### src/rtl/sd_emmc_rx_data_fifo.sv
// sd_emmc_rx_data_fifo: card-to-host word FIFO feeding DMA write data, with edge-triggered pop and paced write indication
module sd_emmc_rx_data_fifo #(
  parameter int DATA_W    = 32,
  parameter int ADDR_W    = 7,
  parameter int BLK_WORDS = 128
) (
  input  logic              clock,
  input  logic              reset,
  input  logic              wr_en,
  input  logic [DATA_W-1:0] wr_dat,
  input  logic              fifo_dat_rd_ready,
  input  logic              flush,
  output logic [DATA_W-1:0] rd_dat,
  output logic              is_we_en,
  output logic              fifo_full,
  output logic              fifo_empty,
  output logic [ADDR_W:0]   fifo_level,
  output logic              overflow,
  output logic              underflow,
  output logic              blk_popped
);
  localparam int DEPTH = 1 << ADDR_W;
  localparam int PW = $clog2(BLK_WORDS);
  localparam logic [PW-1:0] LAST = PW'(BLK_WORDS - 1);
  typedef enum logic [1:0] {PULSE_IDLE, PULSE_HIGH, PULSE_LOW} pulse_t;
  logic [DATA_W-1:0] mem [DEPTH];
  logic [ADDR_W:0] wr_ptr, rd_ptr, wr_ptr_nxt, rd_ptr_nxt, level_nxt, pend, pend_nxt;
  logic [PW-1:0] pop_cnt;
  logic rd_q, pop, pop_ok, wr_ok;
  pulse_t state, state_nxt;
  // a pop frees the slot in the same cycle, so a write while full is accepted alongside it
  always_comb begin
    pop = fifo_dat_rd_ready && !rd_q;
    pop_ok = pop && !fifo_empty && !flush;
    wr_ok = wr_en && !flush && (!fifo_full || pop_ok);
    wr_ptr_nxt = flush ? '0 : wr_ptr + (ADDR_W+1)'(wr_ok);
    rd_ptr_nxt = flush ? '0 : rd_ptr + (ADDR_W+1)'(pop_ok);
    level_nxt = wr_ptr_nxt - rd_ptr_nxt;
    pend_nxt = flush ? '0 : pend + (ADDR_W+1)'(wr_ok) - (ADDR_W+1)'(state == PULSE_HIGH);
    state_nxt = flush ? PULSE_IDLE
              : state == PULSE_HIGH ? PULSE_LOW
              : (pend != '0 || wr_ok) ? PULSE_HIGH : PULSE_IDLE;
  end
  assign is_we_en = state == PULSE_HIGH;
  always_ff @(posedge clock)
    if (wr_ok) mem[wr_ptr[ADDR_W-1:0]] <= wr_dat;
  always_ff @(posedge clock or negedge reset)
    if (!reset) begin
      rd_q <= 1'b0;
      wr_ptr <= '0;
      rd_ptr <= '0;
      pend <= '0;
      state <= PULSE_IDLE;
      fifo_level <= '0;
      fifo_full <= 1'b0;
      fifo_empty <= 1'b1;
      overflow <= 1'b0;
      underflow <= 1'b0;
      pop_cnt <= '0;
      blk_popped <= 1'b0;
      rd_dat <= '0;
    end else begin
      rd_q <= fifo_dat_rd_ready;
      wr_ptr <= wr_ptr_nxt;
      rd_ptr <= rd_ptr_nxt;
      pend <= pend_nxt;
      state <= state_nxt;
      fifo_level <= level_nxt;
      fifo_full <= level_nxt == (ADDR_W+1)'(DEPTH);
      fifo_empty <= level_nxt == '0;
      overflow <= !flush && (overflow || (wr_en && fifo_full && !pop_ok));
      underflow <= !flush && (underflow || (pop && fifo_empty));
      pop_cnt <= flush ? '0 : !pop_ok ? pop_cnt : pop_cnt == LAST ? '0 : pop_cnt + PW'(1);
      blk_popped <= pop_ok && pop_cnt == LAST;
      // the head slot written this cycle is not yet readable from mem, so forward it
      if (level_nxt != '0)
        rd_dat <= (wr_ok && rd_ptr_nxt == wr_ptr) ? wr_dat : mem[rd_ptr_nxt[ADDR_W-1:0]];
    end
endmodule

### config.mk
export PLATFORM = sky130hd
export DESIGN_NAME = sd_emmc_rx_data_fifo
export DESIGN_NICKNAME = d
export VERILOG_FILES = /design/src/rtl/sd_emmc_rx_data_fifo.sv
export SDC_FILE = /design/constraint.sdc
export NUM_CORES = 2
export LEC_CHECK = 0
export CAP_MARGIN = 20
export CORE_MARGIN = 10
export CORE_UTILIZATION = 40
export CTS_CLUSTER_SIZE = 40
export DETAILED_ROUTE_END_ITERATION = 7
export PLACE_DENSITY = 0.65
export SKIP_LAST_GASP = 1
export SLEW_MARGIN = 30
export SYNTH_ARGS = -nofsm -noshare
export SYNTH_HDL_FRONTEND = slang
export SYNTH_SLANG_ARGS = --single-unit
### constraint.sdc
create_clock -name clock -period 7.9 [get_ports clock]
set_clock_uncertainty 0.2 [all_clocks]
set_input_delay 1.185 -clock clock [delete_from_list [all_inputs] [get_ports clock]]
set_output_delay 1.185 -clock clock [all_outputs]
set_load 0.005 [all_outputs]
; ---- Word level (Yosys, flattened, before mapping)
; Memories as Yosys holds them, arrays and structs flattened.
; Index checks and enable logic that the tools add are counted.
[totals]
out_inout_bits = 46
reg_bits = 79
in_bits = 37
wordCells = 61
n_memories = 1
mem_bits_rw = 4096
[memory_table]
columns = name, words, width, rd, rd_clocked_by_memory_dff, wr, line
row1 = mem, 128, 32, 1, 0, 1, 26  ; logic [DATA_W-1:0] mem [DEPTH];
[classes]
n_eq_ne = 4
reduce_logical = 25
addsub = 6
n_mux = 12
[op_table]
columns = op, n
row1 = $mux W32, 1
row2 = $add A8 B1 Y8, 3
row3 = $mux W8, 3
row4 = $mux W7, 3
row5 = $reduce_bool A8 Y1, 2
row6 = $logic_and A1 B1 Y1, 12
row7 = $eq A8 B8 Y1, 1
row8 = $eq A8 B8 Y1 const B, 1
row9 = $logic_not A8 Y1, 1
row10 = $sub A8 B1 Y8, 1
row11 = $sub A8 B8 Y8, 1
row12 = $add A7 B1 Y7 const B, 1
row13 = $eq A7 B7 Y1 const B, 1
row14 = $logic_not A1 Y1, 5
row15 = $logic_or A1 B1 Y1, 4
row16 = $mux W2, 2
row17 = $mux W1, 3
row18 = $eq A2 B1 Y1 const B, 1
row19 = $reduce_bool A2 Y1, 1

; ---- Longest topological paths before layout
[depth]
word_depth = 10
ltp_mapped = 27
ltp_nobuf = 18

; ---- Worst setup path before layout
; OpenSTA, ideal clock, no wires.
[synth_path]
path_type = input -> register
startpoint = in flush
endpoint = reg rd_dat[31]
arrival_time_ns = 6.182
setup_time_ns = 0.104
t_required_ns = 7.596
path_stages = 27
path_buffers = 11
path_slack_ns = 1.414
path_cell_list = buf_4 > clkbuf_1 > nor2_1 > ha_1 > buf_2 > nand2b_1 > buf_2 > inv_4 > buf_4 > buf_6 > buf_2 > clkbuf_1 > clkbuf_1 > ha_1 > inv_1 > fa_1 > a21o_1 > a21oi_1 > o21bai_1 > a21oi_1 > xnor2_1 > or4_1 > nor2_1 > buf_2 > clkbuf_1 > nand2_1 > o41ai_2
[synth_via]
elab_cells_between_ends = 15
cone_classes = add/sub (3) / eq/ne (1) / mux (3) / reduce/logical (7) / memory (1)
[synth_lines]
columns = element, line
row1 = start: declaration, 12  ; input logic flush,
row2 = $logic_not A1 Y1, 34  ; pop_ok = pop && !fifo_empty && !flush;
row3 = $logic_and A1 B1 Y1, 34
row4 = $add A8 B1 Y8, 37  ; rd_ptr_nxt = flush ? '0 : rd_ptr + (ADDR_W+1)'(pop_ok);
row5 = $mux W8 (*), 37
row6 = named net rd_ptr_nxt[0], 27  ; logic [ADDR_W:0] wr_ptr, rd_ptr, wr_ptr_nxt, rd_ptr_nxt, level_nxt, pend, pend_nxt;
row7 = $sub A8 B8 Y8 (*), 38  ; level_nxt = wr_ptr_nxt - rd_ptr_nxt;
row8 = named net level_nxt[6], 27
row9 = $reduce_bool A8 Y1 (*), 76  ; if (level_nxt != '0)
row10 = end signal: assignment, 77  ; rd_dat <= (wr_ok && rd_ptr_nxt == wr_ptr) ? wr_dat : mem[rd_ptr_nxt[ADDR_W-1:0]];
row11 = end: declaration, 13  ; output logic [DATA_W-1:0] rd_dat,
; The timed path passes the listed nets; every way through them passes the cells marked *.
; A chain may end at the register's enable or synchronous reset.

; ---- Final worst setup path
[layout_path]
startpoint = in fifo_dat_rd_ready
endpoint = reg rd_dat[15]
[layout_via]
elab_chain_cells = 9
elab_cells_between_ends = 15
cone_classes = add/sub (3) / eq/ne (1) / mux (3) / reduce/logical (7) / memory (1)
[layout_rtl]
columns = element, line
row1 = start: declaration, 11  ; input logic fifo_dat_rd_ready,
row2 = $logic_and A1 B1 Y1 (*), 33  ; pop = fifo_dat_rd_ready && !rd_q;
row3 = $logic_and A1 B1 Y1 (*) (2 in a row), 34
row4 = $logic_or A1 B1 Y1, 35  ; wr_ok = wr_en && !flush && (!fifo_full || pop_ok);
row5 = $logic_and A1 B1 Y1, 35
row6 = $add A8 B1 Y8, 36  ; wr_ptr_nxt = flush ? '0 : wr_ptr + (ADDR_W+1)'(wr_ok);
row7 = $mux W8, 36
row8 = $sub A8 B8 Y8, 38
row9 = $reduce_bool A8 Y1, 76
; Mark *: on every way between the ends. The rest lies on a longest branch, timed or not.

==> qor.txt <==
OUTCOME
--------------------------------------------------------------------------------------------------
Status                                                                                finished, violations left
Violated checks                                                                       design-rule violations

CRITICAL PATH
--------------------------------------------------------------------------------------------------
CP required                                                                                8.64 ns
Crit end category                                                                        flip-flop
Worst setup SP type                                                                   primary input
Maximum fanout along the worst path                                                             75
Critical path class                                                                   primary input to flip-flop
WP data arrival                                                                            7.14 ns

STA
--------------------------------------------------------------------------------------------------
Relative slew margins                                                                        23.1%
Crit share post-route                                                                        81.0%
Pins over their slew limit                                                                       0
Final count of negative-setup-slack endpoints                                                    0
Setup TNS Final                                                                               0 ns
Min Clock Period, post-route                                                               6.40 ns
Worst hold slack                                                                          0.280 ns
Max frequency                                                                            0.156 GHz
Fin. Hold Viols                                                                                  0
Setup repair after global routing missed its margin                                          false
Transition time at the pin with the least slew margin                                      1.15 ns

GRT
--------------------------------------------------------------------------------------------------
Number of antenna violations at the first check in global routing                               35
Remaining global-route overflow                                                                  0
Number of global-route vias before repair                                                    96300
Total routing usage reported by global routing                                               22.6%
Global-route wire length before repair                                                   711000 um
Pin count of the biggest net entering global routing                                           189

CLOCK TREE
--------------------------------------------------------------------------------------------------
Clock latency at the later pin of the worst-skew pair                                      0.99 ns
Clock transition time at the flip-flop clock pins of the worst setup and hold paths        0.06 ns
TritonCTS clock tree                                                                          done
Total clock buffers created by CTS                                                             415
Number of levels in the clock H-tree                                                             5
Count of instances resized after the clock tree is built                                         0
Largest buffer count on any clock path                                                           4
CTS root buffer                                                                       sky130_fd_sc_hd__clkbuf_16
Clock Sinks                                                                                   4175

SYNTH
--------------------------------------------------------------------------------------------------
Post-synth EDFFs                                                                              4096
Post-synthesis register bit count                                                             4175
Prevailing post-synth register cell                                                   sky130_fd_sc_hd__edfxtp_1
Distinct cells, synth                                                                           68
Synth Warn #                                                                                     0
Sequential fraction of the synthesis area                                                    77.8%
Nets in the synthesized netlist                                                              10300
Largest area contributor in the netlist                                               sky130_fd_sc_hd__edfxtp_1
Share of flip-flops with an asynchronous set or reset                                        1.89%
Count of mapped cells out of synthesis                                                       10200
Top-area cell type share of the netlist area                                                 76.6%
Average footprint of a synthesized cell                                                   15.7 um2
Biggest area contributors in the synthesized netlist                                  sky130_fd_sc_hd__edfxtp_1, sky130_fd_sc_hd__o221ai_1, sky130_fd_sc_hd__nand2_1
Post-Synthesis Cell Area                                                                161000 um2

FLOORPLAN
--------------------------------------------------------------------------------------------------
Die area                                                                                427000 um2
Number of standard-cell rows in the floorplan                                                  232
Die H                                                                                       654 um
Num ports                                                                                       83
Starting Density                                                                             40.2%
Core Area                                                                               400000 um2
Die X                                                                                       654 um

LAYOUT
--------------------------------------------------------------------------------------------------
Layout cells sized above 1                                                                   13.3%
Final layout net count                                                                       10500
Area of all placed cells without fillers                                                184000 um2
Layout filler cell count                                                                     33400
Synthesis-to-finish area growth                                                              14.6%

PLACEMENT
--------------------------------------------------------------------------------------------------
Placement-stage cell area                                                               170000 um2
Number of input and output port buffers inserted                                                82
Final HPWL from detailed placement                                                       281000 um
Routability Congestion                                                                       0.911

DETAILED ROUTING
--------------------------------------------------------------------------------------------------
Pre-antenna DRT Iters                                                                            8
Final wirelength                                                                         504000 um
Initial drt markers                                                                          16000
Wirelength per Cell                                                                        31.4 um
Detailed-route DRC error count                                                                   1
Post-detailed-route count of antenna-violating nets                                              0
Total via count in the routed design                                                        101000
Via density                                                                                   6.29

JOB
--------------------------------------------------------------------------------------------------
Maximum Capacitance Violations                                                                   0

HOLD PATH
--------------------------------------------------------------------------------------------------
Tightest Hold Check Type                                                              primary input to flip-flop

PWR
--------------------------------------------------------------------------------------------------
Overall power                                                                             0.0477 W
Worst vdd ir                                                                                188 uV
Leak Pwr                                                                                   57.9 nW
Power Density                                                                           259 nW/um2

==> layout by cell type (no fill, tap or decap), types with 17 or more instances in the layout <==
cell	count
sky130_fd_sc_hd__a21oi_1	391
sky130_fd_sc_hd__o21ai_0	209
sky130_fd_sc_hd__o22ai_1	370
sky130_fd_sc_hd__ha_1	23
sky130_fd_sc_hd__buf_16	17
sky130_fd_sc_hd__clkbuf_1	51
sky130_fd_sc_hd__nand2_1	1519
sky130_fd_sc_hd__nor3_1	70
sky130_fd_sc_hd__xnor2_1	17
sky130_fd_sc_hd__a211oi_1	49
sky130_fd_sc_hd__mux4_2	108
sky130_fd_sc_hd__clkdlybuf4s50_1	48
sky130_fd_sc_hd__nor2_4	133
sky130_fd_sc_hd__a31oi_1	222
sky130_fd_sc_hd__a22oi_1	22
sky130_fd_sc_hd__nor4_1	53
sky130_fd_sc_hd__and3_1	72
sky130_fd_sc_hd__nor2_1	104
sky130_fd_sc_hd__nand3_1	651
sky130_fd_sc_hd__edfxtp_1	4096
sky130_fd_sc_hd__inv_1	19
sky130_fd_sc_hd__buf_4	431
sky130_fd_sc_hd__clkbuf_16	421
sky130_fd_sc_hd__o211ai_1	39
sky130_fd_sc_hd__clkinv_2	100
sky130_fd_sc_hd__o221ai_1	742
sky130_fd_sc_hd__a311oi_1	57
sky130_fd_sc_hd__mux2i_1	166
sky130_fd_sc_hd__a221oi_1	37
sky130_fd_sc_hd__bufinv_16	52
sky130_fd_sc_hd__dfrtp_1	78
sky130_fd_sc_hd__buf_12	51
sky130_fd_sc_hd__clkinv_1	97
sky130_fd_sc_hd__or4_1	17
==> repair_timing <==
item / CTS / global route
buffers inserted: 0 / 0
hold buffers: 1 / 0
hold endpoints to repair: 30 / 0
==> cell type report <==
class,count,area [um2],area share (%)
Antenna cell,12,30.0,0.0163
Clock buffer,481,10900,5.89
Clock inverter,286,2870,1.56
Inverter,25,131,0.0714
Multi-Input combinational cell,5260,33300,18.1
Sequential cell,4175,125000,67.9
Tap cell,5265,6590,3.58
Timing Repair Buffer,556,5300,2.88
==> final timing paths <==
check	slack, ns	endpoint	depth (start not counted)	startpoint
setup / recovery	1.50	rd_dat[15]	19	fifo_dat_rd_ready
hold / removal	0.28	mem[18][27]	1	wr_dat[27]
setup reg to reg	1.71	rd_dat[15]	18	fifo_empty
hold reg to reg	0.30	underflow	2	underflow
max in group asynchronous	5.83	rd_dat[19]	3	reset
min in group asynchronous	0.52	pend[4]	2	reset
==> registers in the layout, indices dropped and copies added (netlist names), 2 cells and up <==
signal      count
mem          4096
rd_dat         32
fifo_level      8
pend            8
rd_ptr          8
wr_ptr          8
pop_cnt         7
state           2
==> cells by family (layout without fill, tap and decap cells) <==
kind of cell,count (synthesis),in the layout,share of synthesized area (%)
buffers and inverters,801,1348,2.17
other,0,12,0
AOI/OAI and AO/OA,2241,2241,9.85
adders and majority gates,26,26,0.212
and+or+nand+nor,2675,2675,7.14
xor gates and xnor gates,32,32,0.184
DFF,4175,4175,77.8
muxes,286,286,2.63
==> where the power goes <==
part | internal, W | switching [W]
registers | 0.0244 | 0.000291
clock network | 0.0115 | 0.00844
logic | 0.000940 | 0.00207
==> routing by layer <==
metal  part of all wire, %  global-route usage [%]  vias to the layer above
met4                   5.7                    10.9                       16
met1                    37                    30.6                    51300
met2                    44                    34.3                     7176
met3                    13                    5.59                     1186
li1                      -                       -                    41300
met5                 0.022                       0                        -
==> Yosys cell counts, types with 22 or more instances <==
| cell | number |
|---|---|
| sky130_fd_sc_hd__a311oi_1 | 57 |
| sky130_fd_sc_hd__dfrtp_1 | 78 |
| sky130_fd_sc_hd__nand3_1 | 655 |
| sky130_fd_sc_hd__a211oi_1 | 52 |
| sky130_fd_sc_hd__and3_1 | 72 |
| sky130_fd_sc_hd__o221ai_1 | 742 |
| sky130_fd_sc_hd__a22oi_1 | 22 |
| sky130_fd_sc_hd__ha_1 | 24 |
| sky130_fd_sc_hd__a21oi_1 | 393 |
| sky130_fd_sc_hd__clkbuf_1 | 372 |
| sky130_fd_sc_hd__a31oi_1 | 222 |
| sky130_fd_sc_hd__o211ai_1 | 39 |
| sky130_fd_sc_hd__edfxtp_1 | 4096 |
| sky130_fd_sc_hd__nor4_1 | 60 |
| sky130_fd_sc_hd__nand2_1 | 1525 |
| sky130_fd_sc_hd__mux2i_1 | 166 |
| sky130_fd_sc_hd__nor3_1 | 71 |
| sky130_fd_sc_hd__buf_4 | 27 |
| sky130_fd_sc_hd__a221oi_1 | 37 |
| sky130_fd_sc_hd__mux4_2 | 108 |
| sky130_fd_sc_hd__o21ai_0 | 209 |
| sky130_fd_sc_hd__buf_1 | 88 |
| sky130_fd_sc_hd__o22ai_1 | 370 |
| sky130_fd_sc_hd__nor2_1 | 237 |
| sky130_fd_sc_hd__buf_2 | 285 |
==> critical path, cell delays in order <==
cell                              delay [ns]
sky130_fd_sc_hd__clkdlybuf4s50_1        0.52
sky130_fd_sc_hd__or3b_1                 0.45
sky130_fd_sc_hd__nor2_1                 0.12
sky130_fd_sc_hd__buf_4                  0.20
sky130_fd_sc_hd__ha_4                   0.16
sky130_fd_sc_hd__ha_1                   0.39
sky130_fd_sc_hd__xnor2_4                0.19
sky130_fd_sc_hd__nor2_4                 0.29
sky130_fd_sc_hd__buf_12                 0.34
sky130_fd_sc_hd__buf_12                 0.42
sky130_fd_sc_hd__o221ai_1               0.20
sky130_fd_sc_hd__a21oi_1                0.21
sky130_fd_sc_hd__nor4_1                 0.09
sky130_fd_sc_hd__buf_4                  0.17
sky130_fd_sc_hd__a32oi_1                0.84
sky130_fd_sc_hd__a21oi_1                0.52
sky130_fd_sc_hd__buf_4                  0.29
sky130_fd_sc_hd__nor3_1                 0.18
sky130_fd_sc_hd__a22o_1                 0.14
==> per-stage QoR <==
step	cells	setup slack, ns	util (%)
2_1_floorplan	10200	1.41	-
3_3_place_gp	15300	0.606	42.5
3_5_place_dp	15300	0.763	42.6
4_1_cts	16000	1.76	46.0
5_1_grt	16100	1.45	46.0
6_report	16100	1.50	46.1
Power figures use the tool's default switching activity.
